--- src/rtl/vga_timing_detect.sv ---
// vga_timing_detect
// Sink-side video timing monitor. Measures horizontal and vertical timing
// of an incoming hsync/vsync/de stream, publishes a snapshot once per frame,
// declares lock after a run of identical clean frames, and regenerates
// de-aligned pixel coordinates for capture logic.

module vga_timing_detect #(
   parameter int W           = 12,
   parameter int HS_POL      = 0,
   parameter int VS_POL      = 0,
   parameter int LOCK_FRAMES = 2
) (
   input  logic         clk,
   input  logic         rst_n,
   input  logic         hsync,
   input  logic         vsync,
   input  logic         de,
   output logic [W-1:0] h_total,
   output logic [W-1:0] h_active,
   output logic [W-1:0] h_sync,
   output logic [W-1:0] v_total,
   output logic [W-1:0] v_active,
   output logic [W-1:0] v_sync,
   output logic         locked,
   output logic         frame_start,
   output logic         de_o,
   output logic [W-1:0] x,
   output logic [W-1:0] y
);

   localparam logic [W-1:0] MAXV = '1;
   localparam logic [W-1:0] ONE  = W'(1);
   localparam logic [W-1:0] ZERO = '0;

   typedef enum logic [1:0] {SEARCH, TRACK, LOCKED} state_t;

   // Counters stick at all-ones instead of wrapping.
   function automatic logic [W-1:0] sat_inc(input logic [W-1:0] v);
      return (v == MAXV) ? v : v + ONE;
   endfunction

   logic hs_n, vs_n;
   logic hs1, vs1, de1, hs2, vs2;
   logic hs_edge, vs_edge;

   logic [W-1:0] pix_cnt, hs_cnt, de_cnt;
   logic [W-1:0] line_total, line_active, line_sync;
   logic [W-1:0] ln_cnt, act_ln, vs_ln;
   logic         line_err, ovf, first_line, started;
   logic         pub_q, match_q, fell_line;

   logic [W-1:0] pix_nxt, hs_cnt_nxt, de_cnt_nxt;
   logic [W-1:0] lt_nxt, la_nxt, ls_nxt;
   logic [W-1:0] ln_nxt, act_nxt, vsl_nxt;
   logic         err_nxt, ovf_nxt, match_c;

   state_t       state, state_nxt;
   logic [3:0]   good, good_nxt;

   assign hs_n    = (HS_POL != 0) ? hsync : ~hsync;
   assign vs_n    = (VS_POL != 0) ? vsync : ~vsync;
   assign hs_edge = hs1 & ~hs2;
   assign vs_edge = vs1 & ~vs2;
   assign locked  = (state == LOCKED);

   // Two-stage input pipeline with syncs normalized to active-high.
   always_ff @(posedge clk or negedge rst_n) begin
      if (!rst_n) begin
         hs1 <= 1'b0;
         vs1 <= 1'b0;
         de1 <= 1'b0;
         hs2 <= 1'b0;
         vs2 <= 1'b0;
      end else begin
         hs1 <= hs_n;
         vs1 <= vs_n;
         de1 <= de;
         hs2 <= hs1;
         vs2 <= vs1;
      end
   end

   // Next values of all line/frame counters; a line closing in the same
   // clock as a frame edge is folded in before the frame snapshot is taken.
   always_comb begin
      pix_nxt    = hs_edge ? ONE : sat_inc(pix_cnt);
      hs_cnt_nxt = hs_edge ? ONE : (hs1 ? sat_inc(hs_cnt) : hs_cnt);
      de_cnt_nxt = hs_edge ? {{(W-1){1'b0}}, de1} : (de1 ? sat_inc(de_cnt) : de_cnt);
      lt_nxt     = hs_edge ? pix_cnt : line_total;
      ls_nxt     = hs_edge ? hs_cnt : line_sync;
      la_nxt     = (hs_edge && de_cnt != ZERO) ? de_cnt : line_active;
      ln_nxt     = hs_edge ? sat_inc(ln_cnt) : ln_cnt;
      act_nxt    = (hs_edge && de_cnt != ZERO) ? sat_inc(act_ln) : act_ln;
      vsl_nxt    = (hs_edge && vs1) ? sat_inc(vs_ln) : vs_ln;
      err_nxt    = line_err | (hs_edge && !first_line && (pix_cnt != line_total));
      ovf_nxt    = ovf | (pix_cnt == MAXV) | (hs_cnt == MAXV) | (de_cnt == MAXV)
                       | (ln_cnt == MAXV) | (act_ln == MAXV) | (vs_ln == MAXV);
      match_c    = ({lt_nxt, la_nxt, ls_nxt, ln_nxt, act_nxt, vsl_nxt} ==
                    {h_total, h_active, h_sync, v_total, v_active, v_sync})
                   && !err_nxt && !ovf_nxt;
   end

   // Per-line measurements; the line right after a frame edge is exempt
   // from the line-to-line length comparison.
   always_ff @(posedge clk or negedge rst_n) begin
      if (!rst_n) begin
         pix_cnt     <= ZERO;
         hs_cnt      <= ZERO;
         de_cnt      <= ZERO;
         line_total  <= ZERO;
         line_active <= ZERO;
         line_sync   <= ZERO;
         first_line  <= 1'b1;
      end else begin
         pix_cnt     <= pix_nxt;
         hs_cnt      <= hs_cnt_nxt;
         de_cnt      <= de_cnt_nxt;
         line_total  <= lt_nxt;
         line_active <= la_nxt;
         line_sync   <= ls_nxt;
         if (vs_edge)
            first_line <= 1'b1;
         else if (hs_edge)
            first_line <= 1'b0;
      end
   end

   // Frame counters and snapshot publication; the first frame edge after
   // reset only arms measurement.
   always_ff @(posedge clk or negedge rst_n) begin
      if (!rst_n) begin
         ln_cnt      <= ZERO;
         act_ln      <= ZERO;
         vs_ln       <= ZERO;
         line_err    <= 1'b0;
         ovf         <= 1'b0;
         started     <= 1'b0;
         pub_q       <= 1'b0;
         match_q     <= 1'b0;
         frame_start <= 1'b0;
         h_total     <= ZERO;
         h_active    <= ZERO;
         h_sync      <= ZERO;
         v_total     <= ZERO;
         v_active    <= ZERO;
         v_sync      <= ZERO;
      end else begin
         frame_start <= vs_edge;
         pub_q       <= vs_edge & started;
         if (vs_edge) begin
            if (started) begin
               h_total  <= lt_nxt;
               h_active <= la_nxt;
               h_sync   <= ls_nxt;
               v_total  <= ln_nxt;
               v_active <= act_nxt;
               v_sync   <= vsl_nxt;
            end
            match_q  <= match_c;
            started  <= 1'b1;
            ln_cnt   <= ZERO;
            act_ln   <= ZERO;
            vs_ln    <= ZERO;
            line_err <= 1'b0;
            ovf      <= 1'b0;
         end else begin
            ln_cnt   <= ln_nxt;
            act_ln   <= act_nxt;
            vs_ln    <= vsl_nxt;
            line_err <= err_nxt;
            ovf      <= ovf_nxt;
         end
      end
   end

   // Lock state register.
   always_ff @(posedge clk or negedge rst_n) begin
      if (!rst_n) begin
         state <= SEARCH;
         good  <= 4'd0;
      end else begin
         state <= state_nxt;
         good  <= good_nxt;
      end
   end

   // Lock decisions are taken the cycle after each published snapshot; a
   // frame that never ends drops straight back to searching.
   always_comb begin
      state_nxt = state;
      good_nxt  = good;
      if (ln_cnt == MAXV) begin
         state_nxt = SEARCH;
         good_nxt  = 4'd0;
      end else if (pub_q) begin
         unique case (state)
            SEARCH: begin
               state_nxt = TRACK;
               good_nxt  = 4'd0;
            end
            TRACK: begin
               if (match_q) begin
                  good_nxt = good + 4'd1;
                  if ((good + 4'd1) >= 4'(LOCK_FRAMES))
                     state_nxt = LOCKED;
               end else begin
                  good_nxt = 4'd0;
               end
            end
            LOCKED: begin
               if (!match_q) begin
                  state_nxt = TRACK;
                  good_nxt  = 4'd0;
               end
            end
            default: begin
               state_nxt = SEARCH;
               good_nxt  = 4'd0;
            end
         endcase
      end
   end

   // Pixel coordinates aligned with de_o; de_o doubles as the previous de1
   // for edge detection, and y advances once per active line.
   always_ff @(posedge clk or negedge rst_n) begin
      if (!rst_n) begin
         de_o      <= 1'b0;
         x         <= ZERO;
         y         <= ZERO;
         fell_line <= 1'b0;
      end else begin
         de_o <= de1;
         if (de1 && !de_o)
            x <= ZERO;
         else if (de1)
            x <= sat_inc(x);
         if (vs_edge)
            y <= ZERO;
         else if (de_o && !de1 && !fell_line)
            y <= sat_inc(y);
         if (hs_edge)
            fell_line <= 1'b0;
         else if (de_o && !de1)
            fell_line <= 1'b1;
      end
   end

endmodule

--- config.mk ---
export PLATFORM = sky130hd
export DESIGN_NAME = vga_timing_detect
export DESIGN_NICKNAME = d
export VERILOG_FILES = /design/src/rtl/vga_timing_detect.sv
export SDC_FILE = /design/constraint.sdc
export NUM_CORES = 1
export LEC_CHECK = 0
export BUFFER_PORTS_ARGS = -buffer_cell sky130_fd_sc_hd__buf_2
export CAP_MARGIN = 20
export CORE_UTILIZATION = 55
export CTS_CLUSTER_DIAMETER = 120
export DETAILED_ROUTE_END_ITERATION = 16
export GPL_TIMING_DRIVEN = 0
export PLACE_DENSITY = 0.75
export SLEW_MARGIN = 0
export SYNTH_ARGS = -nofsm -noshare
export SYNTH_HDL_FRONTEND = slang
export SYNTH_SLANG_ARGS = --single-unit
export TNS_END_PERCENT = 5
--- constraint.sdc ---
create_clock -name clk -period 3.9 [get_ports clk]
set_input_delay 0 -clock clk [delete_from_list [all_inputs] [get_ports clk]]
set_output_delay 0 -clock clk [all_outputs]
set_load 0.05 [all_outputs]
==> Word level (Yosys, flattened, before mapping) <==
Cells that the tools add are included.
{ "op_classes": {"addsub": 9, "n_mul": 0, "n_div": 0, "n_lt_le_gt_ge": 1, "n_eq_ne": 20, "n_shift": 0, "muxes": 43, "bitwise": 14, "n_reduce_logical": 31} }
{ "op_table": {"columns": ["cell", "count"], "rows": [
  ["two-way mux 12 bit", 26],
  ["adder 12 x 1 -> 12 bit (second input constant)", 8],
  ["equality test 12 bit (second input constant)", 8],
  ["equality test 72 bit", 1],
  ["two-way mux 4 bit", 4],
  ["nonzero test 2 bit", 7],
  ["!= test 12 bit", 1],
  ["AND reduction 2 bit", 6],
  ["nonzero test 12 bit", 1],
  ["two-way mux 2 bit", 5],
  ["!= test 2 bit (second input constant)", 5],
  ["logical AND 1 bit", 9],
  ["one-hot mux 4 bit (2 select lines)", 1],
  ["OR 1 bit", 7],
  ["logical NOT 1 bit", 6],
  ["two-way mux 1 bit", 6],
  ["!= test 3 bit (second input constant)", 2],
  ["one-hot mux 2 bit (3 select lines)", 1],
  ["adder 4 x 1 -> 4 bit (second input constant)", 1],
  [">= comparator 4 x 2 -> 1 bit (second input constant)", 1],
  ["inverter 1 bit", 4],
  ["AND reduction 4 bit", 1],
  ["bitwise AND 1 bit", 3],
  ["!= test 3 x 2 -> 1 bit (second input constant)", 1],
  ["3 further kinds", 3]
]} }
{ "totals": {"register_bits": 224, "latchBits": 0, "ramBits": 0, "romBits": 0, "output_inout_bits": 99, "word_cells": 151, "mem_count": 0} }

==> Logic depth before layout (Yosys ltp) <==
{ "logic_depth": {"ltp_word": 9, "depth_mapped": 11, "depth_no_buf": 10} }

==> Worst setup path after synthesis <==
Ideal clock, no wire load.
{ "synth_path": {"path_kind": "register to register", "startpoint": "register de_cnt[0]", "endpoint": "register match_q", "arrival_time_ns": 2.722, "required_ns": 3.805, "slack_ns": 1.082, "path_stages_with_launch": 11, "period_less_slack_ns": 2.818, "path_cell_list": "dfrtp_1 inv_1 ha_1 or4b_4 o31ai_4 buf_6 a21oi_2 or4_1 nor4_1 o2111ai_1 o32ai_2"} }
{ "synth_between": {"elab_chain_cells": 7, "elab_cells_between_ends": 13, "cone_classes": "eq/ne (2); mux (2); bitwise (4); reduce/logical (5)"} }
{ "synth_rtl": {"columns": ["element", "line", "text"], "rows": [
  ["from (decl)", "46", "logic [W-1:0] pix_cnt, hs_cnt, de_cnt;"],
  ["from (signal assigned)", "117", "de_cnt <= de_cnt_nxt;"],
  ["parallel branches: the longest is 6 deep, another holds equality test 72 bit", null, null],
  ["logical AND 1 bit (*)", "100", "&& !err_nxt && !ovf_nxt;"],
  ["to (signal assigned)", "159", "match_q <= match_c;"],
  ["to (decl)", "50", "logic pub_q, match_q, fell_line;"]
]} }
Every way passes the cells marked *.
A chain may end at the register's enable or synchronous reset.

==> Final worst setup path <==
Same ends and word-level chain as after synthesis.

==> results.sh <==
export IMPL_clk_latency_ns=0.52
export IMPL_worstSetupPathType="flip-flop to flip-flop"
export IMPL_antenna_cells=0
export IMPL_required_ns=4.31
export IMPL_worst_hold_path_type="input pin to asynchronous set/reset pin"
export IMPL_dp_cells=1647
export IMPL_endpoint_kind="flip-flop"
export IMPL_cts_buffers=25
export IMPL_power_density_nw_per_um2=479
export IMPL_dr_pass1_iters=6
export IMPL_p_leak_uw=0.00634
export IMPL_fin_nets=1425
export IMPL_syn_cell_area_um2=11600
export IMPL_routabilityCongestion=0.957
export IMPL_clock_path_buffers=3
export IMPL_htreeDepth=1
export IMPL_top_level_ports=104
export IMPL_synth_edff_count=0
export IMPL_finalHoldViolCount=0
export IMPL_fin_cells=1692
export IMPL_cts_sinks=224
export IMPL_vias=10100
export IMPL_slew_headroom=0.374
export IMPL_status="finished clean"
export IMPL_maxCapViolations=0
export IMPL_synth_seq_area_share=0.482
export IMPL_yosysWarnings=0
export IMPL_dpl_hpwl_um=24100
export IMPL_fin_tns_setup_ns=0
export IMPL_ctsRootBufferMaster="clkbuf_16"
export IMPL_synth_cell_types=72
export IMPL_cts_tree="done"
export IMPL_ys_flop_type="dfrtp_1"
export IMPL_first_global_vias=9566
export IMPL_die_area_um2=21700
export IMPL_start_util=0.568
export IMPL_rsz0062_at_grt="false"
export IMPL_rows=52
export IMPL_finalSetupViolCount=0
export IMPL_grt_pass1_wl_um=52300
export IMPL_viasPerCell=5.98
export IMPL_clock_skew_ns=0.00979
export IMPL_postCtsSetupRepairBufs=0
export IMPL_grt_max_degree=95
export IMPL_syn2layout_area_growth_pct=15.2
export IMPL_syn_instance_count=1271
export IMPL_syn_nets=1287
export IMPL_ys_async_sr_fraction=1.00
export IMPL_grt_antenna_before_repair=0
export IMPL_first_iter_violations=881
export IMPL_tightestPinTransition_ns=0.931
export IMPL_overflow=0
export IMPL_drc=0
export IMPL_gr_usage_all_layers=0.311
export IMPL_fin_hold_ws_ns=0.0478
export IMPL_fin_crit_sh=0.959
export IMPL_seq_area_um2=5610
export IMPL_clk_pin_slew_ns=0.06
export IMPL_power_uw=6430
export IMPL_multi_input_area_um2=5600
export IMPL_core_area_um2=20500
export IMPL_drtAntennaViolNets=0
export IMPL_arrival_ns=4.15
export IMPL_die_w_um=147
export IMPL_io_buffers=103
export IMPL_wl_per_cell_um=19.7
export IMPL_final_area_um2=13400
export IMPL_drv_slew=0
export IMPL_placed_cell_area_um2=12600
export IMPL_vdd_drop_max_mv=0.349
export IMPL_max_clock_freq_mhz=267
export IMPL_ys_ff_latch=224
export IMPL_period_needed_ns=3.74
export IMPL_drt_total_wl_um=33400
export IMPL_n_fill_cell=1714
export IMPL_cp_start_kind="flip-flop"
export IMPL_syn_avg_cell_area_um2=9.16
export IMPL_path_max_fanout=8
export IMPL_die_h_um=147
export IMPL_layout_drive_gt1_share=0.122
==> kinds of logic after synthesis <==
family	share of synthesized area
xor+xnor	0.0978
buf+inv	0.0374
fa+ha+maj	0.0118
compound gates	0.117
flops	0.482
simple gates	0.230
mux	0.0240
==> cell type report <==
class,count,area share
well taps,270,0.0252
flip-flops and latches,224,0.418
multi-input cells,936,0.418
plain buffers,62,0.0189
repair buffers,111,0.0483
clock buffers,37,0.0552
inverters,49,0.0137
clock inverters,3,0.00299
==> stage by stage <==
step | util | setup WS (ns)
after floorplan | - | 1.08
after global placement | 0.610 | -1.06
after detailed placement | 0.613 | 0.254
after CTS | 0.654 | 0.189
after global routing | 0.654 | 0.0358
final | 0.654 | 0.161
==> flip-flops by register name, indices dropped and copies added (netlist names), 2 cells and up <==
name / cells
line_sync: 12
state: 2
de_cnt: 12
pix_cnt: 12
v_active: 12
h_sync: 12
act_ln: 12
v_sync: 12
ln_cnt: 12
h_active: 12
line_active: 12
x: 12
line_total: 12
h_total: 12
hs_cnt: 12
v_total: 12
good: 4
y: 12
vs_ln: 12
==> report_power, final <==
part | switching, uW | internal (uW)
registers | 221 | 2510
clock network | 924 | 1360
logic | 953 | 461
total | 2100 | 4330
==> timing repair <==
action / in CTS / in global routing
endpoints found under the hold margin: 226 / 0
resized for setup: 0 / 5
endpoints found under the setup margin: 0 / 1
hold buffers: 5 / 0
==> cell usage after synthesis (4+ instances only) <==
cell type    n  share of area
nor4_1      18         0.0097
a22oi_1      5         0.0032
ha_1        11          0.012
o21ai_0    104          0.045
nand2b_1    25          0.013
and2_1      10         0.0054
dfrtp_1    223           0.48
a21o_1       5         0.0032
buf_1        8         0.0026
xor2_1      73          0.055
nand3_1     39          0.017
nor2b_1     15         0.0081
xnor2_1     57          0.043
mux2i_1     20          0.017
and3_1      18         0.0097
nand3b_1     7         0.0045
mux2_2       7         0.0068
a31oi_1      8         0.0043
nor3b_1      6         0.0039
and4_1      10         0.0075
o22ai_1      6         0.0032
o211a_1      4         0.0034
o2111ai_1    5         0.0038
nand2_1    187          0.060
clkbuf_1    49          0.016
nor3_1      23         0.0099
a21oi_1     28          0.012
nand4_1     36          0.019
inv_1       48          0.015
or2_2        5         0.0027
nor2_1     129          0.042
or3_1       12         0.0064
==> critical path, stage by stage (launching register included) <==
cell	delay, ns
dfrtp_1	0.44
inv_1	0.12
ha_1	0.18
nor4b_2	0.71
a31oi_1	0.16
nor4_1	0.75
xor2_1	0.23
o21ai_0	0.17
nor4_1	0.32
o2111ai_1	0.26
o32ai_2	0.28
==> layout by cell type, fill, tap and decap left out, types with 15 or more instances in the layout <==
cell type,netlist,final
a21oi_1,28,28
and3_1,18,18
buf_2,3,105
clkbuf_1,49,52
clkbuf_16,0,25
dfrtp_1,223,223
inv_1,48,48
mux2i_1,20,20
nand2_1,187,187
nand2b_1,25,25
nand3_1,39,39
nand4_1,36,36
nor2_1,129,129
nor2b_1,15,15
nor3_1,23,23
nor4_1,18,18
o21ai_0,104,104
xnor2_1,57,57
xor2_1,73,73
==> worst paths after layout <==
kind                                 from     endpoint  slack (ns)  depth (start not counted)
max in group asynchronous           rst_n  v_active[6]        3.37                          3
worst max register to register  de_cnt[0]      match_q        0.16                         10
min in group clk                       de          de1        0.14                          2
worst min-delay path                rst_n    hs_cnt[5]        0.05                          3
worst max-delay path            de_cnt[0]      match_q        0.16                         10
worst min register to register    started      started        0.48                          1
==> metal layers <==
layer,wire length [um],part of all wire,vias to the layer above,global-route usage
li1,-,-,4669,-
met1,14500,0.44,4957,0.441
met2,15000,0.45,407,0.475
met3,2730,0.082,77,0.0620
met4,1130,0.034,0,0.111
met5,0,0,-,0
(Power assumes the default switching activity.)
